`src/rtl/tx_completion_notifier_if.sv`:
```
// TRN TX port plus the request/grant pair to the TX arbiter, bundled so the
// notifier and its arbiter/core side connect through one port.
interface tx_completion_notifier_if;
  logic        notif_req;
  logic        notif_gnt;
  logic [63:0] trn_td;
  logic [7:0]  trn_trem_n;
  logic        trn_tsof_n;
  logic        trn_teof_n;
  logic        trn_tsrc_rdy_n;
  logic        trn_tdst_rdy_n;
  logic [5:0]  trn_tbuf_av;

  modport master (
    output notif_req, trn_td, trn_trem_n, trn_tsof_n, trn_teof_n, trn_tsrc_rdy_n,
    input  notif_gnt, trn_tdst_rdy_n, trn_tbuf_av
  );

  modport slave (
    input  notif_req, trn_td, trn_trem_n, trn_tsof_n, trn_teof_n, trn_tsrc_rdy_n,
    output notif_gnt, trn_tdst_rdy_n, trn_tbuf_av
  );
endinterface

```
`src/rtl/tx_completion_notifier.sv`:
```
// Sends a 3-beat 64-bit-address MemWr TLP to the host completion buffer whenever
// huge page 1 and/or 2 has been freed, coalescing frees over a short window.
module tx_completion_notifier #(
  parameter logic [7:0]  NOTIF_TAG       = 8'hFE,
  parameter logic [2:0]  NOTIF_TC        = 3'd0,
  parameter int unsigned COALESCE_CYCLES = 16
) (
  input  logic                             trn_clk,
  input  logic                             reset_n,
  input  logic                             huge_page_free_1,
  input  logic                             huge_page_free_2,
  input  logic [63:0]                      completed_buffer_address,
  input  logic [15:0]                      cfg_completer_id,
  tx_completion_notifier_if.master         tx,
  output logic [31:0]                      notif_seq
);

  typedef enum logic [2:0] {
    S_IDLE = 3'd0,
    S_WAIT = 3'd1,
    S_REQ  = 3'd2,
    S_HDR0 = 3'd3,
    S_HDR1 = 3'd4,
    S_DATA = 3'd5
  } state_e;

  localparam logic [15:0] COAL_LOAD = 16'(COALESCE_CYCLES);

  function automatic logic [31:0] bswap32(input logic [31:0] x);
    return {x[7:0], x[15:8], x[23:16], x[31:24]};
  endfunction

  state_e      state_q, state_d;
  logic [1:0]  pend_q, pend_d;
  logic [1:0]  cap_q, cap_d;
  logic [63:0] addr_q, addr_d;
  logic [15:0] cnt_q, cnt_d;
  logic [31:0] seq_q, seq_d;
  logic        req_q, req_d;
  logic [63:0] td_q, td_d;
  logic        sof_n_q, sof_n_d;
  logic        eof_n_q, eof_n_d;
  logic        src_rdy_n_q, src_rdy_n_d;

  logic [1:0]  frees_s;
  logic        accept_s;
  logic [63:0] hdr0_s;
  logic        unused_s;

  assign frees_s  = {huge_page_free_2, huge_page_free_1};
  assign accept_s = !src_rdy_n_q && !tx.trn_tdst_rdy_n;
  assign hdr0_s   = {1'b0, 7'b110_0000, 1'b0, NOTIF_TC, 4'b0000, 1'b0, 1'b0, 2'b00,
                     2'b00, 10'd2, cfg_completer_id, NOTIF_TAG, 4'hF, 4'hF};
  assign unused_s = ^{tx.trn_tbuf_av[5:2], tx.trn_tbuf_av[0], completed_buffer_address[1:0]};

  // Next-state and next-output logic; every output register is loaded here so the
  // TRN outputs come straight from flops and hold while a beat is stalled.
  always_comb begin
    state_d     = state_q;
    pend_d      = pend_q | frees_s;
    cap_d       = cap_q;
    addr_d      = addr_q;
    cnt_d       = cnt_q;
    seq_d       = seq_q;
    req_d       = req_q;
    td_d        = td_q;
    sof_n_d     = sof_n_q;
    eof_n_d     = eof_n_q;
    src_rdy_n_d = src_rdy_n_q;
    case (state_q)
      S_IDLE: begin
        // An unconfigured buffer address parks the block with pend held.
        if (((pend_q | frees_s) != 2'b00) && (completed_buffer_address != 64'd0)) begin
          state_d = S_WAIT;
          cnt_d   = COAL_LOAD;
        end else begin
          state_d = S_IDLE;
        end
      end
      S_WAIT: begin
        if (cnt_q == 16'd0) begin
          state_d = S_REQ;
          req_d   = 1'b1;
        end else begin
          cnt_d = cnt_q - 16'd1;
        end
      end
      S_REQ: begin
        // Frees landing in the capture cycle stay pending for the next TLP.
        if (tx.notif_gnt && tx.trn_tbuf_av[1]) begin
          cap_d       = pend_q;
          pend_d      = frees_s;
          addr_d      = {completed_buffer_address[63:2], 2'b00};
          state_d     = S_HDR0;
          td_d        = hdr0_s;
          sof_n_d     = 1'b0;
          src_rdy_n_d = 1'b0;
        end else begin
          state_d = S_REQ;
        end
      end
      S_HDR0: begin
        if (accept_s) begin
          state_d = S_HDR1;
          td_d    = addr_q;
          sof_n_d = 1'b1;
        end else begin
          state_d = S_HDR0;
        end
      end
      S_HDR1: begin
        if (accept_s) begin
          state_d = S_DATA;
          td_d    = {bswap32({30'd0, cap_q}), bswap32(seq_q)};
          eof_n_d = 1'b0;
        end else begin
          state_d = S_HDR1;
        end
      end
      S_DATA: begin
        if (accept_s) begin
          state_d     = S_IDLE;
          seq_d       = seq_q + 32'd1;
          req_d       = 1'b0;
          td_d        = 64'd0;
          eof_n_d     = 1'b1;
          src_rdy_n_d = 1'b1;
        end else begin
          state_d = S_DATA;
        end
      end
      default: begin
        state_d     = S_IDLE;
        req_d       = 1'b0;
        td_d        = 64'd0;
        sof_n_d     = 1'b1;
        eof_n_d     = 1'b1;
        src_rdy_n_d = 1'b1;
      end
    endcase
  end

  // State and output registers; reset abandons any frame in flight.
  always_ff @(posedge trn_clk or negedge reset_n) begin
    if (!reset_n) begin
      state_q     <= S_IDLE;
      pend_q      <= 2'b00;
      cap_q       <= 2'b00;
      addr_q      <= 64'd0;
      cnt_q       <= 16'd0;
      seq_q       <= 32'd0;
      req_q       <= 1'b0;
      td_q        <= 64'd0;
      sof_n_q     <= 1'b1;
      eof_n_q     <= 1'b1;
      src_rdy_n_q <= 1'b1;
    end else begin
      state_q     <= state_d;
      pend_q      <= pend_d;
      cap_q       <= cap_d;
      addr_q      <= addr_d;
      cnt_q       <= cnt_d;
      seq_q       <= seq_d;
      req_q       <= req_d;
      td_q        <= td_d;
      sof_n_q     <= sof_n_d;
      eof_n_q     <= eof_n_d;
      src_rdy_n_q <= src_rdy_n_d;
    end
  end

  assign tx.notif_req      = req_q;
  assign tx.trn_td         = td_q;
  assign tx.trn_trem_n     = 8'h00;
  assign tx.trn_tsof_n     = sof_n_q;
  assign tx.trn_teof_n     = eof_n_q;
  assign tx.trn_tsrc_rdy_n = src_rdy_n_q;
  assign notif_seq         = seq_q;

endmodule

```
`src/flat_wrapper.sv`:
```
// flat-port wrapper written by rule: the top's interface ports become plain ports
module tx_completion_notifier_flat 
#(
  parameter logic [7:0]  NOTIF_TAG       = 8'hFE,
  parameter logic [2:0]  NOTIF_TC        = 3'd0,
  parameter int unsigned COALESCE_CYCLES = 16
)
  (trn_clk, reset_n, huge_page_free_1, huge_page_free_2, completed_buffer_address, cfg_completer_id, notif_seq, tx_notif_req, tx_trn_td, tx_trn_trem_n, tx_trn_tsof_n, tx_trn_teof_n, tx_trn_tsrc_rdy_n, tx_notif_gnt, tx_trn_tdst_rdy_n, tx_trn_tbuf_av);
  tx_completion_notifier_if tx_i ();
  input  logic trn_clk;
  input  logic reset_n;
  input  logic huge_page_free_1;
  input  logic huge_page_free_2;
  input  logic [63:0] completed_buffer_address;
  input  logic [15:0] cfg_completer_id;
  output logic [31:0] notif_seq;
  output wire logic [$bits(tx_i.notif_req)-1:0] tx_notif_req;
  output wire logic [$bits(tx_i.trn_td)-1:0] tx_trn_td;
  output wire logic [$bits(tx_i.trn_trem_n)-1:0] tx_trn_trem_n;
  output wire logic [$bits(tx_i.trn_tsof_n)-1:0] tx_trn_tsof_n;
  output wire logic [$bits(tx_i.trn_teof_n)-1:0] tx_trn_teof_n;
  output wire logic [$bits(tx_i.trn_tsrc_rdy_n)-1:0] tx_trn_tsrc_rdy_n;
  input wire logic [$bits(tx_i.notif_gnt)-1:0] tx_notif_gnt;
  input wire logic [$bits(tx_i.trn_tdst_rdy_n)-1:0] tx_trn_tdst_rdy_n;
  input wire logic [$bits(tx_i.trn_tbuf_av)-1:0] tx_trn_tbuf_av;
  assign tx_notif_req = tx_i.notif_req;
  assign tx_trn_td = tx_i.trn_td;
  assign tx_trn_trem_n = tx_i.trn_trem_n;
  assign tx_trn_tsof_n = tx_i.trn_tsof_n;
  assign tx_trn_teof_n = tx_i.trn_teof_n;
  assign tx_trn_tsrc_rdy_n = tx_i.trn_tsrc_rdy_n;
  assign tx_i.notif_gnt = tx_notif_gnt;
  assign tx_i.trn_tdst_rdy_n = tx_trn_tdst_rdy_n;
  assign tx_i.trn_tbuf_av = tx_trn_tbuf_av;
  tx_completion_notifier #(.NOTIF_TAG(NOTIF_TAG), .NOTIF_TC(NOTIF_TC), .COALESCE_CYCLES(COALESCE_CYCLES)) u_core (.trn_clk(trn_clk), .reset_n(reset_n), .huge_page_free_1(huge_page_free_1), .huge_page_free_2(huge_page_free_2), .completed_buffer_address(completed_buffer_address), .cfg_completer_id(cfg_completer_id), .tx(tx_i), .notif_seq(notif_seq));
endmodule
```
`config.mk`:
```
export PLATFORM = sky130hd
export DESIGN_NAME = tx_completion_notifier_flat
export DESIGN_NICKNAME = d
export VERILOG_FILES = /design/src/rtl/tx_completion_notifier_if.sv /design/src/rtl/tx_completion_notifier.sv /design/src/flat_wrapper.sv
export SDC_FILE = /design/constraint.sdc
export NUM_CORES = 1
export LEC_CHECK = 0
export BUFFER_PORTS_ARGS = -buffer_cell sky130_fd_sc_hd__buf_2
export CAP_MARGIN = 40
export CORE_ASPECT_RATIO = 1.4
export CORE_MARGIN = 3
export CORE_UTILIZATION = 50
export CTS_CLUSTER_SIZE = 16
export DETAILED_ROUTE_END_ITERATION = 8
export MAX_ROUTING_LAYER = met4
export PLACE_DENSITY_LB_ADDON = 0.12
export SKIP_LAST_GASP = 1
export SYNTH_ARGS = -nofsm -noshare
export SYNTH_HDL_FRONTEND = slang
export SYNTH_SLANG_ARGS = --single-unit
```
`constraint.sdc`:
```
create_clock -name trn_clk -period 3.07 [get_ports trn_clk]
set_clock_uncertainty 0.15 [all_clocks]
set_input_delay 0.307 -clock trn_clk [delete_from_list [all_inputs] [get_ports trn_clk]]
set_output_delay 0.307 -clock trn_clk [all_outputs]
set_load 0.005 [all_outputs]
```
## Word level (Yosys, flattened, before mapping)

Cells that the tools add are included.

| operators by class | value |
|---|---|
| $mul | 0 |
| equal/unequal tests | 12 |
| shifts and indexed selects | 0 |
| divide/modulo/power cells | 0 |
| add/sub/neg operators | 2 |
| muxes and demuxes | 25 |
| bitwise operators | 6 |
| $lt $le $gt $ge | 0 |
| reductions and logical operators | 23 |

Operators with widths:

| cell | count |
|---|---|
| $pmux 64 s5 | 1 |
| $mux 64 | 4 |
| $reduce_bool 64->1 | 1 |
| $add 32x1->32 const B | 1 |
| $mux 16 | 2 |
| $pmux 16 s2 | 1 |
| $pmux 3 s6 | 1 |
| $logic_not 16->1 | 1 |
| $reduce_or 4->1 | 4 |
| $sub 16x1->16 const B | 1 |
| $reduce_and 3->1 | 5 |
| $ne 2x1->1 const B | 6 |
| $pmux 1 s3 | 4 |
| $mux 3 | 3 |
| $mux 1 | 7 |
| $eq 3x2->1 const B | 2 |
| $eq 3x3->1 const B | 2 |
| $not 1->1 | 5 |
| $reduce_and 5->1 | 1 |
| $mux 2 | 2 |
| $reduce_and 2->1 | 2 |
| $reduce_bool 2->1 | 2 |
| $eq 3x1->1 const B | 1 |
| $logic_and 1x1->1 | 3 |
| other kinds (5) | 6 |

| word-level totals | value |
|---|---|
| bits in latches | 0 |
| bits in read-only memories | 0 |
| RAM bits | 0 |
| word-level logic and storage cells | 79 |
| memories kept | 0 |
| flip-flop bits (word level) | 185 |

## Depth between registers and ports, before layout

Gate-level depths: netlist of the first run.

| depth | value |
|---|---|
| depth after elaboration | 5 |
| gate-level depth with buffers | 9 |

## Worst setup path after synthesis of the first run

Ideal clock, no wire load.

| timing path | value |
|---|---|
| path type | register to register |
| from | register u_core.state_q[2] |
| to | register u_core.addr_q[47] |
| buffers on the path | 3 |
| clock period less this slack | 2.376 ns |
| arrival | 2.101 ns |
| slack | 0.694 ns |
| cell stages (with the launch flop) | 8 |
| library setup time | 0.125 ns |
| path through | dfrtp_1 -> clkbuf_1 -> inv_1 -> nand2_1 -> nor3_1 -> clkbuf_1 -> buf_2 -> mux2_2 |

| between the ends | value |
|---|---|
| cells in the longest elaborated chain, start to end | 2 |

Ends and longest elaborated chain:

| what | line | RTL |
|---|---|---|
| start, declared | tx_completion_notifier.sv:33 | `state_e state_q, state_d;` |
| start signal, assigned | tx_completion_notifier.sv:158 | `state_q <= state_d;` |
| $eq 3x2->1 | tx_completion_notifier.sv:70 | `case (state_q)` |
| $reduce_and 2->1 (no line) | - |  |
| end signal, assigned | tx_completion_notifier.sv:161 | `addr_q <= addr_d;` |
| end, declared | tx_completion_notifier.sv:36 | `logic [63:0] addr_q, addr_d;` |

No other way between the ends.
A chain may end at the register's enable or synchronous reset.

## Final worst setup path of the first run

| timing path | value |
|---|---|
| from | input port completed_buffer_address[26] |
| to | register u_core.state_q[0] |

| between the ends | value |
|---|---|
| cells in the longest elaborated chain, start to end | 4 |

Ends and longest elaborated chain:

| what | line | RTL |
|---|---|---|
| start, declared | flat_wrapper.sv:14 | `input logic [63:0] completed_buffer_address;` |
| $reduce_bool 64->1 | tx_completion_notifier.sv:73 | `if (((pend_q \| frees_s) != 2'b00) && (completed_buffer_address != 64'd0)) begin` |
| $logic_and 1x1->1 | tx_completion_notifier.sv:73 |  |
| $mux 1 | tx_completion_notifier.sv:73 |  |
| $pmux 3 s6 | tx_completion_notifier.sv:70 |  |

No other way between the ends.

==> out/metrics.yaml, run 1 <==
dr.first_iter.drc_count: 420
grt_max_degree: 73
cts-resized-gates: 0
start_kind: "primary input"
antenna_found_initial: 0
grt-ovfl-total: 0
clk_latency_ns: 0.43
cp_slowest_stage_delay_ns: 0.54
vias: 6705
gp_congestion: 0.814
h-tree-depth: 4
timing.rr.start: "u_core.tx.trn_tsrc_rdy_n"
hold_violations: 0
worstHoldPathCells: 2
layout-drive-gt1-share_pct: 32.5
die_area_um2: 17900
fillers: 1219
r2r_slack_ns: 0.56
critPathMaxFanout: 6
synth_top_family_by_area: "compound AO/OA/AOI/OAI gates"
synth_edf_count: 0
fin_crit_sh_pct: 87.2
start_util_pct: 51.7
ys_dominant_reg_cell: "dfrtp_1"
wl_per_cell_um: 19.4
required_ns: 3.24
first_pass_iters: 5
hpwl_um: 15500
rsz0062_at_grt: "no"
startpoint: "completed_buffer_address[26]"
final_core_util_pct: 67.2
critPathKind: "primary input to register"
setup_viol: 0
slew_violations: 0
worstMarginPinSlew_ns: 0.754
synth-simple-area-share_pct: 12.2
synthArstFlopShare_pct: 100
slew-limit-headroom_pct: 49.6
fin_crit_ns: 2.68
cts_root_buf: "clkbuf_16"
cts_buffers: 17
seq_area_frac_synth_pct: 56.7
seqCellArea_um2: 4630
hold_path_end: "u_core.addr_q[12]"
reg2reg_to: "u_core.notif_seq[28]"
syn_to_final_growth_pct: 30.0
endpoint_kind: "register"
synthMuxAreaShare_pct: 11.1
wirelength_um: 22800
synth.avg_cell_area_um2: 11.3
status: "finished, final reports clean"
worstHoldPathType: "primary input to register"
io_buffer_count: 186
powerDensity_nw_per_um2: 817
grt_first_pass_wirelength_um: 36100
synth_fa_ha_area_share_pct: 0.459
die_y_um: 157
crit_arrival_ns: 2.85
swShare_pct: 33.4
clk_pin_slew_ns: 0.07
synth_cell_types: 50
reg2regPathDepth: 5
first_global_vias: 6931
irDropWorstVdd_mv: 0.450
synth_compound_area_share_pct: 12.9
synth-seq-cells: 185
combPwrFrac_pct: 30.0
ant_nets: 0
clockPowerShare_pct: 25.5
grt_usage_pct: 26.7
finalNetCount: 1065
drc: 0
antenna_cells: 0
totalPowerFinal_w: 0.00868
synth_cells: 722
power_switching_w: 0.00290
critPathSlowestCell: "dlygate4sd3_1"
tns_ns: 0
postCtsSetupRepairBufs: 0
cellLeakagePower_nw: 5.28
cp_cell_sequence: "dlygate4sd3_1 > buf_2 > nor4_1 > nand4_1 > or4_1 > and2_0 > a221o_1"
drv_cap: 0
syn_area_um2: 8170
viasPerCell: 5.69
synth_xor_area_share_pct: 3.43
p_int_w: 0.00578
die_x_um: 114
multiInputGateArea_um2: 3330
clock_sinks: 185
cts_tree: "built"
core_area_um2: 15800
yosys_warnings: 0
hp-start: "completed_buffer_address[12]"
ios: 200
power_frac_seq_pct: 44.5
rows: 54
ctsLongestPathBuffers: 2
max_freq_mhz: 373
==> through the flow <==
stage / setup slack [ns] / hold slack, ns / instances / cell area [um^2]
floorplan: 0.694 / -0.139 / 729 / 8200
global placement: 0.476 / 0.215 / 1084 / 9390
detailed placement: 0.465 / 0.222 / 1084 / 9390
CTS: 0.374 / 0.0232 / 1179 / 10600
global route: 0.327 / 0.0182 / 1179 / 10600
finish: 0.392 / 0.0347 / 1179 / 10600
==> placed cells by master (no fill, tap or decap), types with 5 or more instances in the layout <==
cell	instances
inv_8	5
nand3_1	13
xnor2_1	18
dlygate4sd3_1	63
nor3_1	9
clkbuf_16	17
nand2_1	63
a21o_1	6
inv_6	5
o21ai_0	50
conb_1	8
inv_1	10
mux2_2	66
or4_1	8
a22o_1	30
dfrtp_1	182
o31ai_1	6
nor2_1	35
a21oi_1	42
nand4_1	12
o21a_1	13
buf_4	20
buf_2	185
and3_1	7
mux2i_1	16
nor4_1	22
xor2_1	14
==> registers in the layout (all words and copies together), names as in the netlist <==
register,cells
u_core.notif_seq,32
u_core.addr_q,62
u_core.tx.notif_req,1
u_core.tx.trn_teof_n,1
u_core.cap_q,2
u_core.tx.trn_td,64
u_core.pend_q,2
u_core.state_q,3
u_core.tx.trn_tsof_n,1
u_core.tx.trn_tsrc_rdy_n,1
u_core.cnt_q,16
==> critical path, delay by kind of cell <==
kind,cells,cell delay [ns]
simple gates,4,1.55
buf+inv,2,0.67
compound gates,1,0.32
==> logic make-up after synthesis <==
family	Yosys count
xor gates and xnor gates	32
DFF	185
and+or+nand+nor	193
other	1
adders and majority gates	3
AOI/OAI and AO/OA	166
buffers and inverters	60
muxes	82
==> metal layers <==
metal	vias to the layer above	global-route usage (%)	wire length, um
met5	-	-	0
met4	0	10.4	650
met3	49	6.31	1300
met2	245	44.3	11900
met1	3327	31.4	9000
li1	3084	-	-
==> cell usage after synthesis, drive strengths merged (2+ instances only) <==
| library cell | n | area, um^2 |
|---|---|---|
| a31oi | 3 | 18.8 |
| nor3b | 2 | 15.0 |
| xnor2 | 18 | 158 |
| o21a | 13 | 97.6 |
| inv | 10 | 37.5 |
| mux2i | 16 | 160 |
| a32oi | 3 | 26.3 |
| nor4 | 24 | 171 |
| or3 | 4 | 25.0 |
| clkbuf | 36 | 135 |
| dfstp | 3 | 78.8 |
| o31ai | 6 | 45.0 |
| and3 | 7 | 43.8 |
| a21o | 6 | 45.0 |
| o21ai | 51 | 255 |
| a22o | 30 | 263 |
| nor3 | 13 | 75.1 |
| nor2 | 35 | 131 |
| o2bb2ai | 3 | 26.3 |
| nand2 | 63 | 236 |
| nand3 | 13 | 65.1 |
| xor2 | 14 | 123 |
| nand4 | 12 | 75.1 |
| o22ai | 4 | 25.0 |
| nand3b | 2 | 15.0 |
| ha | 3 | 37.5 |
| buf | 14 | 90.1 |
| dfrtp | 182 | 4550 |
| and4 | 3 | 26.3 |
| a21oi | 42 | 210 |
| mux2 | 66 | 743 |
| or4 | 8 | 60.1 |
| or3b | 3 | 26.3 |
==> power by group through the flow <==
stage / clock (W) / combinational, W / sequential [W]
floorplan: 0 / 0.00154 / 0.00377
global placement: 0 / 0.00245 / 0.00384
detailed placement: 0 / 0.00255 / 0.00389
CTS: 0.00225 / 0.00261 / 0.00385
global route: 0.00236 / 0.00289 / 0.00396
finish: 0.00221 / 0.00261 / 0.00386
==> final cells by class <==
type / instances / area share (%)
flip-flops and latches: 185 / 43.6
clock buffers: 19 / 4.26
repair buffers: 272 / 16.8
multi-input cells: 484 / 31.3
well taps: 196 / 2.31
inverters: 10 / 0.353
clock inverters: 13 / 1.38
==> timing repair <==
item | CTS | global route
hold buffers | 63 | 0
hold endpoints to repair | 128 | 0
setup endpoints to repair | 0 | 0
==> worst max path at each step <==
stage / to / slack (ns) / cells after the start
finish: u_core.state_q[0] / 0.39 / 7
global route: u_core.state_q[0] / 0.33 / 7
CTS: u_core.state_q[0] / 0.37 / 7
detailed placement: u_core.notif_seq[30] / 0.47 / 6
global placement: u_core.state_q[0] / 0.48 / 6
floorplan: u_core.addr_q[47] / 0.69 / 7
(Power assumes the default switching activity.)
==> run 2: changes to the inputs <==
CORE_ASPECT_RATIO = unset   (was 1.4)
GPL_ROUTABILITY_DRIVEN = 0   (was unset)
GPL_TIMING_DRIVEN = 0   (was unset)
==> out/metrics.yaml, run 2 (same netlist as run 1, synthesis figures left out) <==
status: "finished, final reports clean"
dr.first_iter.drc_count: 412
grt_max_degree: 99
cellLeakagePower_nw: 5.23
clk_latency_ns: 0.44
io_buffer_count: 186
hold_violations: 0
drc: 0
slew-limit-headroom_pct: 47.1
cp_top_family: "buffers and inverters"
cts_tree: "built"
finalNetCount: 1091
ctsLongestPathBuffers: 2
cp_slowest_stage_delay_ns: 0.42
cp_num_buf_inv: 4
viasPerCell: 5.53
die_y_um: 134
critPathKind: "register to register"
start_kind: "register"
cts_buffers: 17
powerDensity_nw_per_um2: 805
irDropWorstVdd_mv: 0.464
endpoint_kind: "register"
required_ns: 3.24
clk_pin_slew_ns: 0.07
h-tree-depth: 4
first_global_vias: 6629
fin_crit_ns: 2.94
core_area_um2: 15900
antenna_cells: 0
die_area_um2: 17900
r2r_slack_ns: 0.13
drv_cap: 0
grt_first_pass_wirelength_um: 36300
grt_usage_pct: 26.8
cts_root_buf: "clkbuf_16"
vias: 6769
critPathSlowestCell: "nor3_1"
ios: 200
grt-ovfl-total: 0
start_util_pct: 51.3
max_freq_mhz: 340
worstMarginPinSlew_ns: 0.793
antenna_found_initial: 0
hpwl_um: 15800
seqCellArea_um2: 4630
cp_cell_sequence: "clkbuf_1 > inv_1 > nand2_1 > nor3_1 > clkbuf_2 > buf_2 > mux2_2"
largest_reg_flops: 64
tns_ns: 0
rows: 46
critPathMaxFanout: 10
clock_sinks: 185
slew_violations: 0
mostFrequentLayoutCells: "buf_2, dfrtp_1, mux2_2"
crit_arrival_ns: 3.11
postCtsSetupRepairBufs: 0
layout-drive-gt1-share_pct: 30.5
ant_nets: 0
setup_viol: 0
rsz0062_at_grt: "no"
layout_setup_ws_ns: 0.131
layout_commonest_cell: "buf_2"
first_pass_iters: 4
worstHoldPathType: "primary input to register"
wirelength_um: 22900
die_x_um: 134
pre_cts_ws_ns: -0.0997
syn_to_final_growth_pct: 30.1
fin_crit_sh_pct: 95.7
wl_per_cell_um: 18.7
totalPowerFinal_w: 0.00855
multiInputGateArea_um2: 3300
fillers: 1256
[run 2: cell type report]
type | count | share of cell area [%]
sequential | 185 | 43.6
multi-input combinational | 484 | 31.1
timing repair buffer | 248 | 14.8
clock buffer | 17 | 4.00
tap | 216 | 2.54
buffer | 50 | 2.14
clock inverter | 15 | 1.48
inverter | 10 | 0.353
[run 2: final timing paths]
check | startpoint | endpoint | depth (start not counted)
max | u_core.state_q[2] | u_core.addr_q[60] | 7
min | completed_buffer_address[42] | u_core.addr_q[42] | 2
max reg2reg | u_core.state_q[2] | u_core.addr_q[60] | 7
min reg2reg | u_core.tx.trn_td[27] | u_core.tx.trn_td[27] | 2
max in group asynchronous | reset_n | u_core.tx.trn_tsof_n | 3
min in group asynchronous | reset_n | u_core.tx.trn_td[20] | 2
[run 2: power by group]
group	leakage, nW	switching, W	total [W]	internal [W]
registers	2.44	0.000536	0.00383	0.00330
logic	2.52	0.00130	0.00254	0.00125
clock network	0.271	0.00103	0.00218	0.00115
total	5.23	0.00286	0.00855	0.00569
[run 2: per-stage QoR]
step,cell area [um^2],utilization (%),cells,hold WS [ns]
6_report,10600,66.7,1225,0.0264
3_5_place_dp,9440,59.2,1133,0.244
3_3_place_gp,9400,59.0,1131,0.307
2_1_floorplan,8200,-,729,-0.139
5_1_grt,10600,66.7,1225,0.00775
4_1_cts,10600,66.7,1225,0.00582
[run 2: repair_timing]
item                                   in CTS  in global routing
hold buffers                               60                  0
resized for setup                           1                  2
setup endpoints to repair                   9                  5
endpoints found under the hold margin     154                  0
gates cloned                                0                  0
[run 2: layer usage]
metal	part of all wire [%]	GRT usage (%)	wire (um)	up-vias
li1	-	-	-	3152
met1	45	37.1	10300	3358
met2	47	40.4	10800	224
met3	5.3	4.61	1210	35
met4	2.7	9.71	628	0
met5	0	-	0	-
